==> config.mk <==
export PLATFORM = sky130hd
export DESIGN_NAME = bus_requester
export DESIGN_NICKNAME = d
export VERILOG_FILES = /design/src/rtl/bus_requester.sv
export SDC_FILE = /design/constraint.sdc
export NUM_CORES = 1
export LEC_CHECK = 0
export BUFFER_PORTS_ARGS = -buffer_cell sky130_fd_sc_hd__buf_2
export CAP_MARGIN = 10
export CORE_MARGIN = 2
export CORE_UTILIZATION = 60
export CTS_BUF_LIST = sky130_fd_sc_hd__clkbuf_2 sky130_fd_sc_hd__clkbuf_4 sky130_fd_sc_hd__clkbuf_8
export DETAILED_ROUTE_END_ITERATION = 8
export PLACE_DENSITY = 0.78
export REMOVE_ABC_BUFFERS = 1
export SLEW_MARGIN = 20
export SYNTH_ARGS = -nofsm -noshare
export SYNTH_HDL_FRONTEND = slang
export SYNTH_SLANG_ARGS = --single-unit
==> constraint.sdc <==
create_clock -name CLK -period 3.76 [get_ports CLK]
set_clock_uncertainty 0.05 [all_clocks]
set_input_delay 0.752 -clock CLK [delete_from_list [all_inputs] [get_ports CLK]]
set_output_delay 0.752 -clock CLK [all_outputs]
set_load 0.01 [all_outputs]
==> src/rtl/bus_requester.sv <==
// Purpose : client-side requester for the shared 4-way round-robin bus; buffers written words and bursts them out while granted.
// Latency : a word pushed at edge E raises REQ after E+1; first beat in the cycle after GRANT rises; no write-to-bus bypass.
// Backpres: WR_EN is dropped while FULL (even with a same-cycle pop); bursts end with ACK after MAX_BURST beats or when the FIFO drains.
//
// Ports:
//   CLK, SCLR_N          clock, synchronous active-low reset
//   WR_EN, WR_DATA       local write into the FIFO
//   FULL, COUNT          FIFO status (COUNT is the occupancy)
//   REQ, GRANT, ACK      arbiter handshake (GRANT is registered inside the arbiter)
//   BUS_VALID, BUS_DATA  bus beat; BUS_DATA is zero when no beat
//   PREEMPT_CNT          saturating count of grants withdrawn without ACK
//                        (present only when BUS_REQUESTER_STATS_EN is defined)

module bus_requester #(
    parameter int DW        = 8,
    parameter int DEPTH     = 8,
    parameter int MAX_BURST = 4
) (
    input  logic                     CLK,
    input  logic                     SCLR_N,
    input  logic                     WR_EN,
    input  logic [DW-1:0]            WR_DATA,
    output logic                     FULL,
    output logic [$clog2(DEPTH):0]   COUNT,
    output logic                     REQ,
    input  logic                     GRANT,
    output logic                     ACK,
    output logic                     BUS_VALID,
    output logic [DW-1:0]            BUS_DATA
`ifdef BUS_REQUESTER_STATS_EN
    ,
    output logic [15:0]              PREEMPT_CNT
`endif
);

    localparam int AW = $clog2(DEPTH);
    localparam int CW = AW + 1;
    localparam int BW = $clog2(MAX_BURST) + 1;

    // WAIT spans both requesting and owning the bus; GRANT tells them apart.
    typedef enum logic {
        IDLE = 1'b0,
        WAIT = 1'b1
    } state_t;

    state_t          state;
    logic [DW-1:0]   mem [DEPTH];
    logic [AW-1:0]   wr_ptr;
    logic [AW-1:0]   rd_ptr;
    logic [CW-1:0]   count;
    logic [BW-1:0]   beat_cnt;

    logic            push;
    logic            beat;
    logic            ack;
    logic [CW-1:0]   count_nxt;

    always_comb begin
        // FULL blocks the push even if a beat frees a slot this cycle.
        push      = WR_EN & (count != CW'(DEPTH));
        beat      = (state == WAIT) & GRANT & (count != '0) &
                    (beat_cnt < BW'(MAX_BURST));
        // Burst ends on the last buffered word or on the burst limit; a
        // same-cycle push does not extend it.
        ack       = beat & ((count == CW'(1)) | (beat_cnt == BW'(MAX_BURST - 1)));
        count_nxt = count + CW'(push) - CW'(beat);
    end

    // Pointers are AW bits wide, so DEPTH being a power of two makes them wrap.
    always_ff @(posedge CLK) begin
        if (push) begin
            mem[wr_ptr] <= WR_DATA;
        end
    end

    always_ff @(posedge CLK) begin
        if (!SCLR_N) begin
            state    <= IDLE;
            wr_ptr   <= '0;
            rd_ptr   <= '0;
            count    <= '0;
            beat_cnt <= '0;
        end else begin
            if (push) begin
                wr_ptr <= wr_ptr + AW'(1);
            end
            if (beat) begin
                rd_ptr <= rd_ptr + AW'(1);
            end
            count <= count_nxt;

            if (state == IDLE) begin
                if (count != '0) begin
                    state <= WAIT;
                end
            end else begin
                // With words left we stay in WAIT and REQ comes back next cycle.
                if (ack && (count_nxt == '0)) begin
                    state <= IDLE;
                end
            end

            // A withdrawn grant (pre-emption) restarts the burst budget.
            if ((state == IDLE) || !GRANT || ack) begin
                beat_cnt <= '0;
            end else if (beat) begin
                beat_cnt <= beat_cnt + BW'(1);
            end
        end
    end

`ifdef BUS_REQUESTER_STATS_EN
    // own_q: last cycle we held the grant and did not hand it back.
    logic own_q;

    always_ff @(posedge CLK) begin
        if (!SCLR_N) begin
            own_q       <= 1'b0;
            PREEMPT_CNT <= '0;
        end else begin
            own_q <= (state == WAIT) & GRANT & ~ack;
            if (own_q && !GRANT && (PREEMPT_CNT != 16'hFFFF)) begin
                PREEMPT_CNT <= PREEMPT_CNT + 16'd1;
            end
        end
    end
`endif

    assign FULL      = (count == CW'(DEPTH));
    assign COUNT     = count;
    assign REQ       = (state == WAIT) & ~ack;
    assign ACK       = ack;
    assign BUS_VALID = beat;
    assign BUS_DATA  = beat ? mem[rd_ptr] : '0;

endmodule

==> run_results.csv <==
group,metric,value,unit
synthesis,synth_compound_area_share,4.76,%
critical_path,cpMostUsedCell,"inv_1",
synthesis,synth_top_area_cell,"edfxtp_1",
grt,grt_pass1_vias,1971,
synthesis,postSynth.asyncResetShare,0,%
final_layout,drive_gt1_share,25.0,%
clock_tree,clkSlewWorstSetupHoldPaths,0.08,ns
critical_path,arrival,3.40,ns
job,cap_violations,0,
grt,grt_pass1_wl,9780,µm
detailed_routing,drc,0,
placed_design,dpl_cell_area,3590,µm²
clock_tree,clock_path_buffers,2,
timing,tightest_slew,0.895,ns
synthesis,synth_top_family_by_area,"multiplexers",
critical_path,path_delay_family,"adder cells",
detailed_routing,drt-wirelength-per-cell,19.0,µm
detailed_routing,met3_length,369,µm
power_and_ir_drop,switching_power,626,µW
synthesis,synth_area,3390,µm²
detailed_routing,highest_layer,"met4",
critical_path,cp-start-kind,"register",
clock_tree,cts_hold_buf,0,
timing,max_freq,308,MHz
detailed_routing,routed_wl,6090,µm
final_layout,layout.cells.most_common,"edfxtp_1",
power_and_ir_drop,combPwrFrac,23.5,%
timing,final-hold-violation-count,0,
power_and_ir_drop,intPower,1.63,mW
die,core,5470,µm²
synthesis,synth_xor_area_share,0.258,%
detailed_routing,ant_nets,0,
synthesis,synth_warnings,0,
timing,fin_crit,3.25,ns
die,dieArea,6270,µm²
clock_tree,cts_buffers,9,
die,die_h,79.2,µm
clock_tree,cts_root_buf,"clkbuf_8",
timing,final_max_slew_viol_count,0,
synthesis,yosys.area.top_type_share,56.6,%
critical_path,crit_type,"register to register",
final_layout,nets,266,
detailed_routing,vias,1893,
power_and_ir_drop,seqPwrFrac,48.3,%
placed_design,gp_congestion,0.822,
synthesis,ys_seq_area_share,66.7,%
synthesis,synth_cell_types,39,
synthesis,synth_edf_count,64,
critical_path,cp_slowest_cell,"or3b_2",
clock_tree,cts_resized,0,
detailed_routing,wl_met2,3150,µm
critical_path,max_stage_delay,0.49,ns
synthesis,synth.mux.area_fraction,13.6,%
timing,relSlewSlack,40.1,%
clock_tree,clk_latency,0.34,ns
power_and_ir_drop,ir_worst_vdd,399,µV
grt,antenna_found_initial,0,
final_layout,utilization,69.4,%
die,num_io_pins,28,
final_layout,finish.instance_area,3800,µm²
timing,fin_setup_tns,0,ns
die,start_util,62.0,%
placed_design,portBuffers,27,
final_layout,diodes,0,
critical_path,cp_cell_sequence,"inv_1, ha_1, or3b_2, nand2_1, inv_1, ha_1, inv_1, ha_1, inv_1, fa_1, xnor2_1, nor3_1, a41oi_1",
detailed_routing,dr.pass1.iters,6,
final_layout,syn2layout_area_growth,11.9,%
synthesis,synth_fa_ha_area_share,4.28,%
power_and_ir_drop,p_sw_share,27.8,%
power_and_ir_drop,pwr-share-clk,28.2,%
synthesis,ys_seq_elements,81,
power_and_ir_drop,p_per_area,593,nW/µm²
detailed_routing,drtIter0Drc,158,
clock_tree,cts_tree,"built",
synthesis,synth_ff_type,"edfxtp_1",
synthesis,avgSynthCellArea,16.4,µm²
placed_design,dp_hpwl,4070,µm
grt,grt_max_degree,17,
synthesis,synth-simple-area-share,7.30,%
detailed_routing,vias_per_cell,5.92,
final_layout,final_cell_mix,"edfxtp_1 (64), buf_2 (27), dfxtp_1 (17), nor2_1 (15), inv_1 (14)",
outcome,outcome,"finished, final reports clean",
die,rows,27,
min_path,hold_path.class,"register to register",
critical_path,cp_max_fo,9,
grt,grt.overflow.total,0,
timing,setup_viol,0,
critical_path,crit_buf_inv,4,
synthesis,syn_inst,207,
clock_tree,clock-sinks,81,
critical_path,crit_required,3.91,ns
timing,rsz0062_at_grt,"false",
clock_tree,htree_num_levels,3,
power_and_ir_drop,p_leak,1.34,nW
die,die_w,79.2,µm
grt,grt_usage,21.6,%
detailed_routing,wl_met1,2410,µm
clock_tree,post-cts-setup-buffer-count,0,
critical_path,endpoint_kind,"register",
synthesis,ys_top_cells_by_area,"edfxtp_1 (57%), dfxtp_1 (10%), mux4_2 (6.6%)",
timing,period_share,86.4,%
synthesized netlist by cell type, types with 2 or more instances:
cell / count
inv_1: 14
nor3_1: 3
edfxtp_1: 64
nor2_1: 15
and2_1: 2
nand2_1: 4
buf_2: 2
o21ai_0: 8
or4_1: 2
mux2i_1: 8
nand2b_1: 3
a21oi_1: 10
dfxtp_1: 17
ha_1: 10
or3_1: 3
mux4_2: 10
mux4_1: 6
nand3_1: 4
o31ai_1: 2
flip-flops by register name, summed over array words and instances (netlist names), named ones only:
signal / count
wr_ptr: 3
mem: 64
beat_cnt: 3
COUNT: 4
state: 1
rd_ptr: 3
path summary, 6_finish.rpt:
| path | start | endpoint | slack [ns] | depth (start not counted) |
|---|---|---|---|---|
| worst max-delay path | COUNT[2] | state | 0.51 | 13 |
| worst min-delay path | beat_cnt[1] | beat_cnt[1] | 0.45 | 2 |
| worst max register to register | COUNT[2] | state | 0.51 | 13 |
| worst min register to register | beat_cnt[1] | beat_cnt[1] | 0.45 | 2 |
metrics by stage:
stage               setup WS, ns  hold WS [ns]  cells  power, mW
floorplan                  0.861         0.403    202       1.46
global route               0.327         0.493    320       2.36
finish                     0.511         0.454    320       2.25
global placement           0.728         0.415    304       1.61
detailed placement         0.539         0.449    304       1.63
CTS                        0.541         0.459    320       2.26
area by class of cell:
type / instances / area [µm²]
repair buffers: 30 / 158
clock inverters: 3 / 40.0
multi-input cells: 106 / 1030
inverters: 15 / 56.3
clock buffers: 13 / 166
well taps: 72 / 90.1
flip-flops and latches: 81 / 2260
fillers: 375 / 1670
cell families (layout without fill, tap and decap cells):
kind of cell | after synthesis | count (layout)
multiplexers | 24 | 24
flip-flops | 81 | 81
AND/OR/NAND/NOR | 44 | 44
XOR/XNOR | 1 | 1
AO/OA/AOI/OAI | 26 | 26
buffers and inverters | 20 | 61
adder cells (fa/ha/maj) | 11 | 11
tightest hold or removal path: stages, from the launching register on:
cell,delay (ns)
dfxtp_1,0.32
o21ai_0,0.07
a21oi_1,0.07
layer usage:
metal | vias to the layer above | GRT usage, %
met5 | - | 0
met4 | 0 | 11.0
met3 | 22 | 3.86
met2 | 72 | 37.0
met1 | 924 | 26.5
li1 | 875 | -
power by group through the flow:
| stage | sequential (mW) | clock [mW] | combinational, mW |
|---|---|---|---|
| finish | 1.09 | 0.635 | 0.530 |
| global route | 1.10 | 0.684 | 0.581 |
| CTS | 1.09 | 0.642 | 0.529 |
| detailed placement | 1.11 | 0 | 0.527 |
| global placement | 1.10 | 0 | 0.511 |
| floorplan | 1.12 | 0 | 0.345 |
No activity file was read; power rests on OpenSTA's default activity.
